$ cat src/rtl/demux16_pkg.sv
// Shared types and constants for the demux16_collect bit-serial collector.
// The DEMUX16_AUTO_SEL_EN build option is handled in demux16_collect.sv.
package demux16_pkg;

    localparam int N     = 16;
    localparam int SEL_W = $clog2(N);

    localparam logic [N-1:0] ALL_FILLED = {N{1'b1}};

    typedef enum logic {
        FILL = 1'b0,
        HOLD = 1'b1
    } state_t;

endpackage

$ cat src/rtl/demux16_sel_ctr.sv
// Wrapping bit-position counter used when the position is generated internally.
// Clear has priority over increment; wrap from the top index back to 0 is natural.
module demux16_sel_ctr
    import demux16_pkg::*;
(
    input  logic             clk,
    input  logic             rst,
    input  logic             clr,
    input  logic             inc,
    output logic [SEL_W-1:0] idx
);

    always_ff @(posedge clk) begin
        if (rst || clr) begin
            idx <= '0;
        end else if (inc) begin
            idx <= idx + 1'b1;
        end
    end

endmodule

$ cat src/rtl/demux16_collect.sv
// Bit-serial to 16-bit parallel collector with valid/ready output handshake.
// Define DEMUX16_AUTO_SEL_EN to take positions from an internal counter instead of in_sel.
module demux16_collect #(
    parameter int N     = 16,
    parameter int SEL_W = $clog2(N)
) (
    input  logic             clk,
    input  logic             rst,
    input  logic             in_valid,
    input  logic             in_bit,
    input  logic [SEL_W-1:0] in_sel,
    output logic             in_ready,
    input  logic             flush,
    output logic             out_valid,
    output logic [N-1:0]     out_data,
    input  logic             out_ready,
    output logic             dup_err
);
    import demux16_pkg::*;

    // Handshakes: a transfer happens on a rising edge where valid && ready are
    // both high; valid never depends on ready, and out_data is frozen while out_valid.

    state_t           state;
    logic [N-1:0]     fill_mask;
    logic [N-1:0]     next_mask;
    logic [SEL_W-1:0] wr_sel;
    logic             accept;
    logic             dup_hit;

    assign in_ready = (state == FILL) && !rst;
    assign accept   = in_valid && in_ready;

`ifdef DEMUX16_AUTO_SEL_EN
    logic unused_sel;
    assign unused_sel = ^in_sel;

    demux16_sel_ctr u_sel_ctr (
        .clk (clk),
        .rst (rst),
        .clr (flush && (state == FILL)),
        .inc (accept && !flush),
        .idx (wr_sel)
    );

    // Sequential positions can never collide within a frame.
    assign dup_hit = 1'b0;
`else
    assign wr_sel  = in_sel;
    assign dup_hit = fill_mask[wr_sel];
`endif

    assign next_mask = fill_mask | (N'(1) << wr_sel);

    always_ff @(posedge clk) begin
        if (rst) begin
            state     <= FILL;
            fill_mask <= '0;
            out_valid <= 1'b0;
            out_data  <= '0;
            dup_err   <= 1'b0;
        end else begin
            dup_err <= 1'b0;
            case (state)
                FILL: begin
                    // A flush in the same cycle as a write drops the write entirely.
                    if (flush) begin
                        fill_mask <= '0;
                    end else if (accept) begin
                        out_data[wr_sel] <= in_bit;
                        fill_mask        <= next_mask;
                        dup_err          <= dup_hit;
                        if (next_mask == ALL_FILLED) begin
                            state     <= HOLD;
                            out_valid <= 1'b1;
                        end
                    end
                end
                HOLD: begin
                    if (out_ready) begin
                        state     <= FILL;
                        out_valid <= 1'b0;
                        fill_mask <= '0;
                    end
                end
                default: begin
                    state <= FILL;
                end
            endcase
        end
    end

endmodule

$ cat config.mk
export PLATFORM = sky130hd
export DESIGN_NAME = demux16_collect
export DESIGN_NICKNAME = d
export VERILOG_FILES = /design/src/rtl/demux16_pkg.sv /design/src/rtl/demux16_sel_ctr.sv /design/src/rtl/demux16_collect.sv
export SDC_FILE = /design/constraint.sdc
export NUM_CORES = 1
export LEC_CHECK = 0
export BUFFER_PORTS_ARGS = -buffer_cell sky130_fd_sc_hd__clkbuf_2
export CAP_MARGIN = 20
export CORE_MARGIN = 4
export CORE_UTILIZATION = 52
export CTS_BUF_LIST = sky130_fd_sc_hd__clkbuf_8 sky130_fd_sc_hd__clkbuf_16
export DETAILED_ROUTE_END_ITERATION = 10
export PLACE_DENSITY = 0.75
export RECOVER_POWER = 50
export SYNTH_ARGS = -nofsm -noshare
export SYNTH_HDL_FRONTEND = slang
export SYNTH_SLANG_ARGS = --single-unit
$ cat constraint.sdc
create_clock -name clk -period 4.8 [get_ports clk]
set_input_delay 0.72 -clock clk [delete_from_list [all_inputs] [get_ports clk]]
set_output_delay 0.72 -clock clk [all_outputs]
set_load 0.05 [all_outputs]
# Word level (Yosys, flattened, before mapping)

Index checks and enable logic that the tools add are counted.

Register bits: 35
Bits in latches: 0
Bits in writable memories: 0
Memory bits (read-only): 0
Input port bits: 10
Output and inout bits: 19
Logic and storage cells: 45
Memories: 0

Add/subtract/negate cells: 0
$mul: 0
Divide/modulo/power cells: 0
$lt $le $gt $ge: 2
Eq/ne operators: 6
Shifts and indexed selects: 1
Multiplexer cells: 19
Bitwise gates (word level): 4
Reductions and logical operators: 8

Operator list:

| operator                                                                             | number |
|---|---|
| 16-bit two-way mux                                                                   | 3 |
| 16-bit one-hot mux with 2 select lines                                               | 1 |
| 16-bit bitwise mux                                                                   | 1 |
| 16-bit == test (second input constant)                                               | 1 |
| 16-bit OR                                                                            | 1 |
| 1-bit by 4-bit << shifter with 16-bit output (first input constant)                  | 1 |
| 1-bit two-way mux                                                                    | 10 |
| 2-bit != test (second input constant)                                                | 3 |
| 4-bit by 5-bit < comparator with 1-bit output (second input constant)                | 1 |
| 1-bit binary-select mux with 4-bit select                                            | 1 |
| 1-bit demux with 4-bit select                                                        | 1 |
| 4-bit by 1-bit greater-or-equal comparator with 1-bit output (second input constant) | 1 |
| 1-bit one-hot mux with 2 select lines                                                | 2 |
| 4-bit AND reduction                                                                  | 1 |
| 4-bit OR reduction                                                                   | 1 |
| 1-bit logical AND                                                                    | 3 |
| 3-bit != test (second input constant)                                                | 1 |
| 1-bit inverter                                                                       | 3 |
| 3-bit AND reduction                                                                  | 1 |
| 2-bit by 1-bit != test with 1-bit output (second input constant)                     | 1 |
| 2-bit AND reduction                                                                  | 1 |
| 1-bit zero test                                                                      | 1 |

# Depth between registers and ports, before layout

Gate-level depths: netlist of run 1.

Depth after elaboration: 7
Depth in mapped cells: 8
Depth with buffers taken out: 6

# Worst setup path before layout of run 1

No wires, ideal clock.

Path type: in2out
From: input port rst
To: output port in_ready
Arrival time: 1.566 ns
Required time: 4.080 ns
Setup slack: 2.514 ns
Stages on the path: 2
Buffers on the path: 1
Cells stage by stage: clkbuf_1 > nor2_1

Longest elaborated chain between the ends: 2

RTL lines:

| item               | RTL line              | text |
|---|---|---|
| start: declaration | demux16_collect.sv:8  | `input logic rst,` |
| 1-bit zero test    | demux16_collect.sv:31 | `assign in_ready = (state == FILL) && !rst;` |
| 1-bit logical AND  | demux16_collect.sv:31 |  |
| end: declaration   | demux16_collect.sv:12 | `output logic in_ready,` |

No other way between the ends.

# Worst setup path after layout of run 1

From: input port rst
To: register out_data[2]

Longest elaborated chain between the ends: 4

RTL lines:

| item                           | RTL line              | text |
|---|---|---|
| 1-bit zero test                | demux16_collect.sv:31 |  |
| 1-bit logical AND              | demux16_collect.sv:31 |  |
| 1-bit logical AND              | demux16_collect.sv:32 | `assign accept = in_valid && in_ready;` |
| 3-bit AND reduction (no line)  | --                    |  |
| end signal: indexed assignment | demux16_collect.sv:70 | `out_data[wr_sel] <= in_bit;` |
| end: declaration               | demux16_collect.sv:15 | `output logic [N-1:0] out_data,` |

Several ways; a longest one is shown, not always the timed one.
A chain may end at the register's enable or synchronous reset.

==> flow_metrics.py, run 1 <==
metrics = {
    "status": {
        "status": "finished clean",
    },
    "setup_path": {
        "cp_slowest_stage_delay_ns": 0.49,
        "path_delay_family": "simple AND/OR/NAND/NOR gates",
        "cpMaxStageDelayCell": "or3_1",
        "cp_num_buf_inv": 1,
        "crit_fanout": 22,
        "crit_required_ns": 4.94,
        "path_class": "primary input to flip-flop",
        "path_cells": "clkbuf_1, nand2b_1, or3_1, nor3_1, nand2_1, mux2i_1, nor2_1",
        "crit_arrival_ns": 2.67,
        "crit_path_end_kind": "flip-flop",
        "worst_setup_path_start_kind": "primary input",
    },
    "grt": {
        "grt_first_pass_wirelength_um": 6690,
        "first_global_vias": 1495,
        "overflow": 0,
        "grt.total_usage_pct": 20.6,
        "antenna_found_initial": 0,
        "grt_max_degree": 23,
    },
    "routing": {
        "num_vias": 1472,
        "ant_nets": 0,
        "avgRoutedWirePerCell_um": 14.2,
        "detail_route.iter0.violations": 60,
        "route.detailed.drc": 0,
        "routed_wl_um": 3770,
        "dr.pass1.iters": 4,
        "viasPerCell": 5.53,
    },
    "sta": {
        "final_max_slew_viol_count": 0,
        "max_freq_ghz": 0.396,
        "fin_crit_sh_pct": 52.6,
        "post-route-min-period_ns": 2.53,
        "hold_viol": 0,
        "setup_viol": 0,
        "rsz0062_at_grt": "false",
        "tns_ns": 0,
        "finalWorstSetupSlack_ns": 2.27,
        "tightest_slew_ns": 0.919,
        "maxSlewHeadroom_pct": 38.8,
        "fin_skew_ns": 0.00523,
        "holdWs_ns": 0.457,
    },
    "floorplanning": {
        "fp-row-count": 20,
        "num_io_pins": 29,
        "die_w_um": 64.4,
        "dieArea_mm2": 0.00415,
        "die-height_um": 64.4,
        "initial_utilization_pct": 54.3,
        "core_area_mm2": 0.00305,
    },
    "flow_run": {
        "cap_violations": 0,
    },
    "layout": {
        "nets": 231,
        "drive_gt1_share_pct": 10.4,
        "antenna_cells": 0,
        "syn_to_final_growth_pct": 12.0,
        "postLayoutCoreUtil_pct": 60.8,
    },
    "power": {
        "combPwrFrac_pct": 8.9,
        "p_leak_nw": 0.718,
        "pwr-share-seq_pct": 54.7,
        "swShare_pct": 25.0,
        "total_power_w": 0.000538,
        "power_density_mw_per_mm2": 290,
        "clkPwrFrac_pct": 36.4,
        "p_switching_w": 0.000134,
        "p_int_w": 0.000403,
        "vdd.ir_drop.worst_mv": 0.190,
    },
    "clocking": {
        "numCtsBuffers": 5,
        "htreeDepth": 2,
        "clk-insertion-delay-late_ns": 0.28,
        "clkSlewWorstSetupHoldPaths_ns": 0.06,
        "cts-root-buf": "clkbuf_8",
        "cts_hold_buf": 0,
        "post_cts_resized": 0,
        "tritoncts": "built",
        "clock-sinks": 35,
        "cts_setup_buffers": 0,
        "clock_path_buffers": 2,
    },
    "synth": {
        "seq_area_frac_synth_pct": 42.3,
        "yosysUniqueCellTypes": 31,
        "synth_area_leaders": "dfxtp_1 (42%), nor2_1 (9.3%), mux2i_1 (7.3%)",
        "synth.most_common_cell": "nor2_1",
        "async_flop_share_pct": 0,
        "ys_ff_latch": 35,
        "netlist_instances": 198,
        "synth_common_cells": "nor2_1 (41), dfxtp_1 (35), nand2_1 (24), a21oi_1 (21), mux2i_1 (12)",
        "synth_top_area_share_pct": 42.3,
        "synth.cell_area_mm2": 0.00166,
        "syn-num-nets": 208,
        "ys_warn_count": 0,
        "synth_edf_count": 0,
        "avgSynthCellArea_um2": 8.37,
        "synth_top_area_cell": "dfxtp_1",
        "ys.flop_type": "dfxtp_1",
    },
    "placement": {
        "gp_routability_congestion": 0.845,
        "io_buffer_count": 28,
        "dp_hpwl_um": 2660,
        "place_ws_ns": 2.15,
    },
    "hold_path": {
        "hold_path.class": "flip-flop to flip-flop",
    },
}
## final timing paths
path	startpoint	slack, ns	depth (start not counted)	endpoint
max	rst	2.27	7	out_data[2]$_SDFFE_PP0P_
min reg2reg	out_data[9]$_SDFFE_PP0P_	0.46	2	out_data[9]$_SDFFE_PP0P_
max reg2reg	state$_SDFF_PP0_	2.99	5	out_data[2]$_SDFFE_PP0P_
min	out_data[9]$_SDFFE_PP0P_	0.46	2	out_data[9]$_SDFFE_PP0P_
## cell families (layout without fill, tap and decap cells)
logic type / after synthesis / in the layout / synth area share (%)
simple gates: 90 / 90 / 24.2
compound gates: 41 / 41 / 15.6
buf+inv: 15 / 39 / 3.78
flops: 35 / 35 / 42.3
mux: 17 / 17 / 14.0
## per-stage QoR
stage,area (um^2),cells
2_1_floorplan,1660,198
3_3_place_gp,1800,258
3_5_place_dp,1800,258
4_1_cts,1880,266
5_1_grt,1860,266
6_report,1860,266
## power by group through the flow
stage	Sequential, W	Clock [W]	Combinational, W
floorplan	0.000302	0	0.0000344
global placement	0.000301	0	0.0000474
detailed placement	0.000301	0	0.0000478
CTS	0.000294	0.000202	0.0000480
global route	0.000294	0.000218	0.0000530
finish	0.000294	0.000196	0.0000480
## worst reg2reg max path, delay by kind of cell, from the launching register on
| kind | cells | cell delay [ns] |
|---|---|---|
| DFF | 1 | 0.35 |
| muxes | 1 | 0.19 |
| and+or+nand+nor | 4 | 1.13 |
## per-layer routing
layer	wire [um]	GRT usage, %	up-vias
met1	1720	26.5	670
li1	-	-	729
met5	0	0	-
met4	74	10.6	0
met3	266	5.03	9
met2	1710	32.1	64
## final cells by class
cell class / instances / area, um^2
clock inverter: 3 / 12.5
sequential: 35 / 701
inverter: 3 / 11.3
timing repair buffer: 28 / 116
tap: 44 / 55.1
clock buffer: 5 / 68.8
multi-input combinational: 148 / 891
fill: 297 / 1200
## cells in the final DEF, fill, tap and decap left out, drive strengths merged
| cell | instances |
|---|---|
| nor2 | 42 |
| dfxtp | 35 |
| clkbuf | 33 |
| nand2 | 24 |
| a21oi | 21 |
| mux2i | 12 |
| nor2b | 6 |
| nand2b | 5 |
| inv | 5 |
| mux4 | 5 |
| nor3 | 5 |
| a21o | 4 |
| a31oi | 3 |
| o22ai | 3 |
| nand3 | 3 |
| a32o | 2 |
| and2 | 2 |
| o21ba | 2 |
| or3 | 1 |
| a21boi | 1 |
| nand4 | 1 |
| a32oi | 1 |
| a211oi | 1 |
| nor4 | 1 |
| a211o | 1 |
| o41ai | 1 |
| o21ai | 1 |
| clkinv | 1 |
## flip-flops by register name (all words and copies together), names as in the netlist
register	flops
fill_mask	16
out_data	16
dup_err	1
out_valid	1
state	1
Note: power is estimated with default switching activity, not from simulation.
==> run 2, diff against run 1 <==
--- a/config.mk
+++ b/config.mk
@@ -8,10 +8,10 @@
 export BUFFER_PORTS_ARGS = -buffer_cell sky130_fd_sc_hd__clkbuf_2
 export CAP_MARGIN = 20
 export CORE_MARGIN = 4
-export CORE_UTILIZATION = 52
+export CORE_UTILIZATION = 49
 export CTS_BUF_LIST = sky130_fd_sc_hd__clkbuf_8 sky130_fd_sc_hd__clkbuf_16
 export DETAILED_ROUTE_END_ITERATION = 10
-export PLACE_DENSITY = 0.75
+export PLACE_DENSITY = 0.74
 export RECOVER_POWER = 50
 export SYNTH_ARGS = -nofsm -noshare
 export SYNTH_HDL_FRONTEND = slang
==> constraint.sdc (replaced) <==
create_clock -name clk -period 2.25 [get_ports clk]
set_input_delay 0.3375 -clock clk [delete_from_list [all_inputs] [get_ports clk]]
set_output_delay 0.3375 -clock clk [all_outputs]
set_load 0.05 [all_outputs]
==> run 2 against run 1 <==
Die area up 5.4%. Sequential cell count unchanged. Clock power up 120%. Count of clock-buffer cells in the layout unchanged. Routed wire length up 2.1%. Final area up 2.4%. Non-clock buffer count up 5. Total power up 120%. Utilization down 0.54 points. Register-to-register slack worse by 2.6 ns. Sequential share of layout area down 0.87 points. Critical path type is now flip-flop to flip-flop. Combinational power up 130%.
==> flow_metrics.py, run 2 (synthesis gave the netlist of run 1 again) <==
metrics = {
    "grt": {
        "grt_max_degree": 22,
        "overflow": 0,
        "grt_first_pass_wirelength_um": 6470,
        "first_global_vias": 1404,
        "grt.total_usage_pct": 19.4,
        "antenna_found_initial": 0,
    },
    "sta": {
        "tightest_slew_ns": 0.601,
        "hold_viol": 0,
        "fin_skew_ns": 0.00423,
        "setup_viol": 0,
        "max_freq_ghz": 0.540,
        "post-route-min-period_ns": 1.85,
        "holdWs_ns": 0.355,
        "maxSlewHeadroom_pct": 60.1,
        "rsz0062_at_grt": "false",
        "fin_crit_sh_pct": 82.3,
        "final_max_slew_viol_count": 0,
        "tns_ns": 0,
    },
    "setup_path": {
        "crit_required_ns": 2.49,
        "r2r_setup_slack_ns": 0.40,
        "r2r_start": "state$_SDFF_PP0_",
        "worst_setup_path_start_kind": "flip-flop",
        "crit_fanout": 10,
        "reg2regPathDepth": 5,
        "crit_path_end_kind": "flip-flop",
        "path_class": "flip-flop to flip-flop",
        "r2r-end": "state$_SDFF_PP0_",
        "crit_arrival_ns": 2.09,
    },
    "floorplanning": {
        "fp-row-count": 20,
        "num_io_pins": 29,
        "die_w_um": 66.1,
        "die-height_um": 66.1,
        "dieArea_mm2": 0.00438,
        "core_area_mm2": 0.00315,
        "initial_utilization_pct": 52.5,
    },
    "clocking": {
        "tritoncts": "built",
        "clock-sinks": 35,
        "htreeDepth": 2,
        "cts-root-buf": "clkbuf_8",
        "clock_path_buffers": 2,
        "clk-insertion-delay-late_ns": 0.29,
        "cts_setup_buffers": 0,
        "clkSlewWorstSetupHoldPaths_ns": 0.07,
        "cts_hold_buf": 0,
        "post_cts_resized": 0,
        "numCtsBuffers": 5,
    },
    "routing": {
        "drt-met1-wl_um": 1800,
        "num_vias": 1507,
        "met3WireLength_um": 226,
        "avgRoutedWirePerCell_um": 14.2,
        "top_layer_used": "met4",
        "ant_nets": 0,
        "detail_route.iter0.violations": 92,
        "viasPerCell": 5.56,
        "routed_wl_um": 3850,
        "routed-wl-met2_um": 1760,
        "dr.pass1.iters": 4,
        "route.detailed.drc": 0,
    },
    "layout": {
        "layout_commonest_cell": "nor2_1",
        "multi_input_area_um2": 893,
        "nets": 236,
        "fin_area_mm2": 0.00190,
        "antenna_cells": 0,
        "reg.largest.list": "fill_mask x16, out_data x16",
        "stdcell_count": 271,
        "drive_gt1_share_pct": 13.2,
        "syn_to_final_growth_pct": 14.7,
        "seq_area_um2": 701,
        "fill_cells": 306,
        "final_cell_mix": "nor2_1 (41), dfxtp_1 (35), nand2_1 (24)",
    },
    "power": {
        "p_leak_nw": 0.738,
        "vdd.ir_drop.worst_mv": 0.414,
        "power_density_mw_per_mm2": 620,
    },
    "placement": {
        "io_buffer_count": 28,
        "gp_routability_congestion": 0.915,
        "dp_hpwl_um": 2720,
        "dpl_cell_area_mm2": 0.00184,
        "placed_cells": 263,
    },
    "hold_path": {
        "hold_path.class": "primary input to flip-flop",
        "hold_start": "flush",
        "min_to": "fill_mask[1]$_SDFFE_PP0P_",
        "hold_depth": 4,
    },
    "flow_run": {
        "cap_violations": 0,
    },
    "status": {
        "status": "finished clean",
    },
}
run 2: cell types whose count changed in the layout (fill, tap and decap cells not counted), sizes merged:
| cell | delta |
|---|---|
| buf | +5 |
| clkinvlp | +1 |
| inv | -1 |
run 2: cell type report:
class / count / area share, %
inverter: 3 / 0.593
multi-input combinational: 148 / 47.0
clock inverter: 3 / 0.856
clock buffer: 5 / 3.62
timing repair buffer: 33 / 8.10
sequential: 35 / 36.9
tap: 44 / 2.90
run 2: worst max-delay path by stage:
stage	from	to	slack, ns
after floorplan	in_sel[0]	dup_err$_SDFF_PP0_	0.51
after CTS	state$_SDFF_PP0_	state$_SDFF_PP0_	0.41
after detailed placement	in_sel[0]	state$_SDFF_PP0_	0.22
after global placement	in_sel[0]	state$_SDFF_PP0_	0.19
after global routing	state$_SDFF_PP0_	state$_SDFF_PP0_	0.30
final	state$_SDFF_PP0_	state$_SDFF_PP0_	0.40
run 2: layer usage:
layer | global-route usage (%) | vias to the layer above
met5 | 0 | -
met4 | 7.11 | 0
met3 | 5.27 | 9
met2 | 30.7 | 47
met1 | 25.3 | 712
li1 | - | 739
run 2: metrics by stage:
stage / total power (W) / worst slack, ns / utilization (%)
global placement: 0.000751 / 0.194 / 58.3
floorplan: 0.000718 / 0.507 / -
detailed placement: 0.000751 / 0.219 / 58.3
finish: 0.00118 / 0.398 / 60.2
global route: 0.00123 / 0.301 / 60.2
CTS: 0.00119 / 0.407 / 61.0
run 2: power by group:
group	switching, W	internal [W]
Combinational	0.0000754	0.0000351
Sequential	0.00000357	0.000623
Clock	0.000229	0.000212
run 2: critical path, stage by stage (launching register included):
cell and delay [ns]:
dfxtp_1 0.36, or3_1 0.54, nor3_2 0.26, nand4_1 0.13
nor4_2 0.34, o21ba_1 0.17
